## src/rtl/fifo_uart_tx_pkg.sv

```systemverilog
// rtl/fifo_uart_tx_pkg.sv - shared types and constants for the FIFO-to-UART drain stage
package fifo_uart_pkg;

  typedef enum logic [2:0] {IDLE, FETCH, LOAD, START, DATA, STOP} state_t;

  localparam int   DATA_BITS  = 8;
  localparam int   FRAME_BITS = 10;
  localparam logic IDLE_LEVEL = 1'b1;

endpackage

```

## src/rtl/fifo_uart_tx_if.sv

```systemverilog
// rtl/fifo_uart_tx_if.sv - FIFO read port (RD/EMPTY/dataOut) seen by the drain stage
interface fifo_uart_tx_if;

  logic       EMPTY;
  logic [7:0] fifoData;
  logic       RD;

  modport master (input EMPTY, input fifoData, output RD);
  modport slave  (output EMPTY, output fifoData, input RD);

endinterface

```

## src/rtl/fifo_uart_tx_baud_tick_gen.sv

```systemverilog
// rtl/fifo_uart_tx_baud_tick_gen.sv - bit-period counter, tick on the last cycle of each bit
module baud_tick_gen #(
  parameter int CLKS_PER_BIT = 16,
  parameter int CNT_W        = 16
) (
  input  logic Clk,
  input  logic Rst_n,
  input  logic clear,
  output logic tick
);

  localparam logic [CNT_W-1:0] LAST = CNT_W'(CLKS_PER_BIT - 1);

  logic [CNT_W-1:0] cnt;

  assign tick = !clear && (cnt == LAST);

  always_ff @(posedge Clk or negedge Rst_n) begin
    if (!Rst_n) begin
      cnt <= '0;
    end else if (clear || tick) begin
      cnt <= '0;
    end else begin
      cnt <= cnt + 1'b1;
    end
  end

endmodule

```

## src/rtl/fifo_uart_tx.sv

```systemverilog
// rtl/fifo_uart_tx.sv - pops one FIFO byte per frame and serialises it as UART 8N1
module fifo_uart_tx
  import fifo_uart_pkg::*;
#(
  parameter int CLKS_PER_BIT = 16,
  parameter int CNT_W        = 16
) (
  input  logic                  Clk,
  input  logic                  Rst_n,
  input  logic                  EN,
  fifo_uart_tx_if.master        fifo,
  output logic                  TX,
  output logic                  BUSY
);

  localparam logic [2:0] LAST_BIT = 3'(DATA_BITS - 1);

  state_t     state, state_nx;
  logic [7:0] shift, shift_nx;
  logic [2:0] bit_idx, bit_idx_nx;
  logic       tx_nx, rd_nx, busy_nx;
  logic       tick, clear, fetch_ok;

  assign fetch_ok = EN && !fifo.EMPTY;
  // Bit timer only runs while a frame is on the line; it sits at zero through the fetch gap.
  assign clear    = (state == IDLE) || (state == FETCH) || (state == LOAD);

  baud_tick_gen #(
    .CLKS_PER_BIT (CLKS_PER_BIT),
    .CNT_W        (CNT_W)
  ) u_baud (
    .Clk   (Clk),
    .Rst_n (Rst_n),
    .clear (clear),
    .tick  (tick)
  );

  always_comb begin
    state_nx   = state;
    shift_nx   = shift;
    bit_idx_nx = bit_idx;
    case (state)
      IDLE:  if (fetch_ok) state_nx = FETCH;
      FETCH: state_nx = LOAD;
      LOAD: begin
        shift_nx   = fifo.fifoData;
        bit_idx_nx = '0;
        state_nx   = START;
      end
      START: if (tick) begin
        state_nx   = DATA;
        bit_idx_nx = '0;
      end
      DATA: if (tick) begin
        shift_nx = shift >> 1;
        if (bit_idx == LAST_BIT) state_nx = STOP;
        else                     bit_idx_nx = bit_idx + 3'd1;
      end
      STOP:    if (tick) state_nx = fetch_ok ? FETCH : IDLE;
      default: state_nx = IDLE;
    endcase

    // Outputs are decoded from the next state so TX/RD/BUSY come straight off flops.
    tx_nx = IDLE_LEVEL;
    case (state_nx)
      START:   tx_nx = ~IDLE_LEVEL;
      DATA:    tx_nx = shift_nx[0];
      default: tx_nx = IDLE_LEVEL;
    endcase
    rd_nx   = (state_nx == FETCH);
    busy_nx = (state_nx != IDLE);
  end

  always_ff @(posedge Clk or negedge Rst_n) begin
    if (!Rst_n) begin
      state   <= IDLE;
      shift   <= '0;
      bit_idx <= '0;
      TX      <= IDLE_LEVEL;
      fifo.RD <= 1'b0;
      BUSY    <= 1'b0;
    end else begin
      state   <= state_nx;
      shift   <= shift_nx;
      bit_idx <= bit_idx_nx;
      TX      <= tx_nx;
      fifo.RD <= rd_nx;
      BUSY    <= busy_nx;
    end
  end

endmodule

```

## src/flat_wrapper.sv

```systemverilog
// flat-port wrapper written by rule: the top's interface ports become plain ports
module fifo_uart_tx_flat import fifo_uart_pkg::*;
#(
  parameter int CLKS_PER_BIT = 16,
  parameter int CNT_W        = 16
)
  (Clk, Rst_n, EN, TX, BUSY, fifo_EMPTY, fifo_fifoData, fifo_RD);
  fifo_uart_tx_if fifo_i ();
  input  logic Clk;
  input  logic Rst_n;
  input  logic EN;
  output logic TX;
  output logic BUSY;
  input wire logic [$bits(fifo_i.EMPTY)-1:0] fifo_EMPTY;
  input wire logic [$bits(fifo_i.fifoData)-1:0] fifo_fifoData;
  output wire logic [$bits(fifo_i.RD)-1:0] fifo_RD;
  assign fifo_i.EMPTY = fifo_EMPTY;
  assign fifo_i.fifoData = fifo_fifoData;
  assign fifo_RD = fifo_i.RD;
  fifo_uart_tx #(.CLKS_PER_BIT(CLKS_PER_BIT), .CNT_W(CNT_W)) u_core (.Clk(Clk), .Rst_n(Rst_n), .EN(EN), .fifo(fifo_i), .TX(TX), .BUSY(BUSY));
endmodule
```

## config.mk

```make
export PLATFORM = sky130hd
export DESIGN_NAME = fifo_uart_tx_flat
export DESIGN_NICKNAME = d
export VERILOG_FILES = /design/src/rtl/fifo_uart_tx_pkg.sv /design/src/rtl/fifo_uart_tx_if.sv /design/src/rtl/fifo_uart_tx_baud_tick_gen.sv /design/src/rtl/fifo_uart_tx.sv /design/src/flat_wrapper.sv
export SDC_FILE = /design/constraint.sdc
export NUM_CORES = 1
export LEC_CHECK = 0
export ABC_AREA = 0
export CAP_MARGIN = 40
export CORE_MARGIN = 2
export CORE_UTILIZATION = 50
export DETAILED_ROUTE_END_ITERATION = 16
export GPL_TIMING_DRIVEN = 0
export HOLD_SLACK_MARGIN = 0.03
export PLACE_DENSITY = 0.71
export SYNTH_ARGS = -nofsm -noshare
export SYNTH_HDL_FRONTEND = slang
export SYNTH_HIERARCHICAL = 1
export SYNTH_SLANG_ARGS = --single-unit
```

## constraint.sdc

```tcl
create_clock -name Clk -period 3.5 [get_ports Clk]
set_input_delay 0.7 -clock Clk [delete_from_list [all_inputs] [get_ports Clk]]
set_output_delay 0.7 -clock Clk [all_outputs]
set_load 0.05 [all_outputs]
```

==> results.md <==
* Status: complete, no violations
* Min-Delay Path Class: input pin to async pin
* TritonCTS clock tree: done
* Area of the multi-input gates at 855 sq um
* Clock skew at 0.0182 ns
* Post-synth EDFFs at 0
* Initial Utilization at 52.2%
* Via density at 5.50
* Layout filler cell count at 303
* Final setup viols at 0
* Gr usage total at 18.9%
* Num CTS Buffers at 5
* Cell Chain, Critical Path: clkdlybuf4s50_1
* Via count at 1287
* # IOs at 15
* Required @ worst endpoint at 2.80 ns
* WHS at 0.386 ns
* Worst Setup End Kind: output port
* Post-Syn Area per Cell at 10.5 sq um
* Max Cap Violations at 0
* Std cell rows at 21
* Slew @ Worst Pin at 0.704 ns
* Post-cts sizing count at 0
* PortBufs at 14
* Crit path launch type: flip-flop
* CTS H-tree depth at 2
* Crit path max-delay family: buffers and inverters
* Clock transition at path regs at 0.11 ns
* Slew Limit Fails at 0
* Final worst slack at 1.13 ns
* Root Buffer: clkbuf_4
* Final cell utilization of the core at 60.1%
* CTS Sinks at 33
* Area leader, netlist: dfrtp_1
* Leak Pwr at 0.840 nW
* DR WL/cell at 13.9 microns
* Hold-fix buffers, CTS at 0
* Grt total ovfl at 0
* Number of global-route vias before repair at 1262
* Worst setup path category: flip-flop to output port
* Largest net degree at the start of global routing at 34
* Fmax at 422 MHz
* Share of layout cells above drive strength 1 at 13.8%
* Antenna Nets Post-Route at 0
* Synthesis-to-layout area growth at 15.1%
* Placeable Area at 0.00334 sq mm
* Post-CTS setup repair buffer count at 0
* Sequential share of the synthesized area at 47.5%
* Final wirelength at 3250 microns
* Rel. slew slack at 53.0%
* Post-Syn Area at 0.00174 sq mm
* Worst EP arrival at 1.67 ns
* Crit-path max FO at 1
* Cells after synthesis at 166
* DP Wirelength at 2320 microns
* Most frequent cells in the layout: 32 x dfrtp_1, 20 x nor2_1, 13 x clkdlybuf4s50_1
* Clock latency on the worst-skew pair at 0.34 ns
* Die area at 0.00397 sq mm
* Setup slack at placement at 1.39 ns
* DRT Pass-1 Iters at 4
* Min cycle time layout at 2.37 ns
* CP peak stage delay at 0.79 ns
* DRC viols at 0
* Die X at 63.0 microns
* ANT cells at 0
* Initial antenna violation count at 0
* Reg area at 827 sq um
* Synth async-reset ratio at 100%
* Iter 0 DRT Violations at 40
* Pwr Density at 332 mW/mm^2
* Total power at 0.000665 W
* Die Ht at 63.0 microns
* Leading cell type in the layout, fill and taps excluded: dfrtp_1
* Top cell type's share of synthesized area at 45.9%
* Worst Path Buf+Inv at 1
* RSZ-0062 raised after global routing: no
* Warnings, synthesis at 6
* CP max-delay cell: clkdlybuf4s50_1
* Top cells by area, synth: dfrtp_1 46%, xnor2_1 5.0%, nor2_1 4.3%
* Yosys reg bits at 33
* Final hold violation count at 0
* Period utilization at 67.7%
* Peak supply drop at 187 uV
* Setup TNS at 0 ns
* Gpl congestion at 0.786
* First-pass GRT wire length at 5780 microns
* Dominant synthesized flop cell: dfrtp_1
* Net Count, Synth at 181
* Yosys cell types at 48
* NumNets Final at 202
* CTS max path bufs at 2
[stage by stage]
stage | cell area [sq um] | cells
after floorplan | 1740 | 166
after global placement | 1940 | 226
after detailed placement | 1940 | 226
after CTS | 2010 | 234
after global routing | 2010 | 234
final | 2010 | 234
[where the power goes]
| part | total, W | internal (W) | switching, W |
|---|---|---|---|
| Clock | 0.000243 | 0.000116 | 0.000127 |
| Combinational | 0.0000328 | 0.0000174 | 0.0000154 |
| Sequential | 0.000389 | 0.000386 | 0.00000279 |
| Total | 0.000665 | 0.000520 | 0.000145 |
[sequential cells by signal, summed over array words and instances (netlist names)]
name and flops:
u_core/shift 8, u_core/TX 1, u_core/fifo.RD 1, u_core/BUSY 1
u_core/state 3, u_core/u_baud/cnt 16, u_core/bit_idx 3
[synth_stat cells (2+ instances only)]
cell / n
a21o_1: 8
a21oi_1: 6
a22o_1: 7
a31o_1: 2
and3b_1: 3
buf_2: 4
dfrtp_1: 32
ha_1: 3
inv_1: 5
nand2_1: 7
nand2b_1: 3
nand3_1: 4
nand4_1: 5
nor2_1: 20
nor2_2: 2
nor2b_1: 3
nor3_1: 4
nor4_1: 4
nor4_2: 2
o21ai_0: 3
xnor2_1: 10
xor2_1: 3
[logic make-up after synthesis]
family / synth area share, %
muxes: 0.574
AOI/OAI and AO/OA: 14.6
buffers and inverters: 3.52
DFF: 47.5
adders and majority gates: 2.15
and+or+nand+nor: 25.1
xor gates and xnor gates: 6.53
[cell type report]
class	count	share of cell area, %
Buffer	7	2.12
Sequential cell	33	41.2
Tap cell	46	2.87
Clock inverter	1	0.250
Clock buffer	7	3.24
Inverter	5	0.936
Multi-Input combinational cell	121	42.6
Timing Repair Buffer	14	6.74
[worst paths after layout]
check | startpoint | to | slack, ns | cells past startpoint
worst max-delay path | u_core/TX | TX | 1.13 | 1
worst min-delay path | Rst_n | u_core/bit_idx[1] | 0.39 | 1
worst max register to register | u_core/u_baud/cnt[0] | u_core/shift[7] | 1.39 | 9
worst min register to register | u_core/shift[5] | u_core/shift[5] | 0.49 | 1
max in group asynchronous | Rst_n | u_core/u_baud/cnt[14] | 2.64 | 1
min in group Clk | u_core/shift[5] | u_core/shift[5] | 0.49 | 1
[layer usage]
metal  up-vias  wire [microns]  global-route usage (%)
li1        645               -                       -
met1       622            1440                    22.6
met2        14            1620                    31.1
met3         6             127                    6.67
met4         0              54                    7.50
met5         -               0                       0
Note: power is estimated with default switching activity, not from simulation.
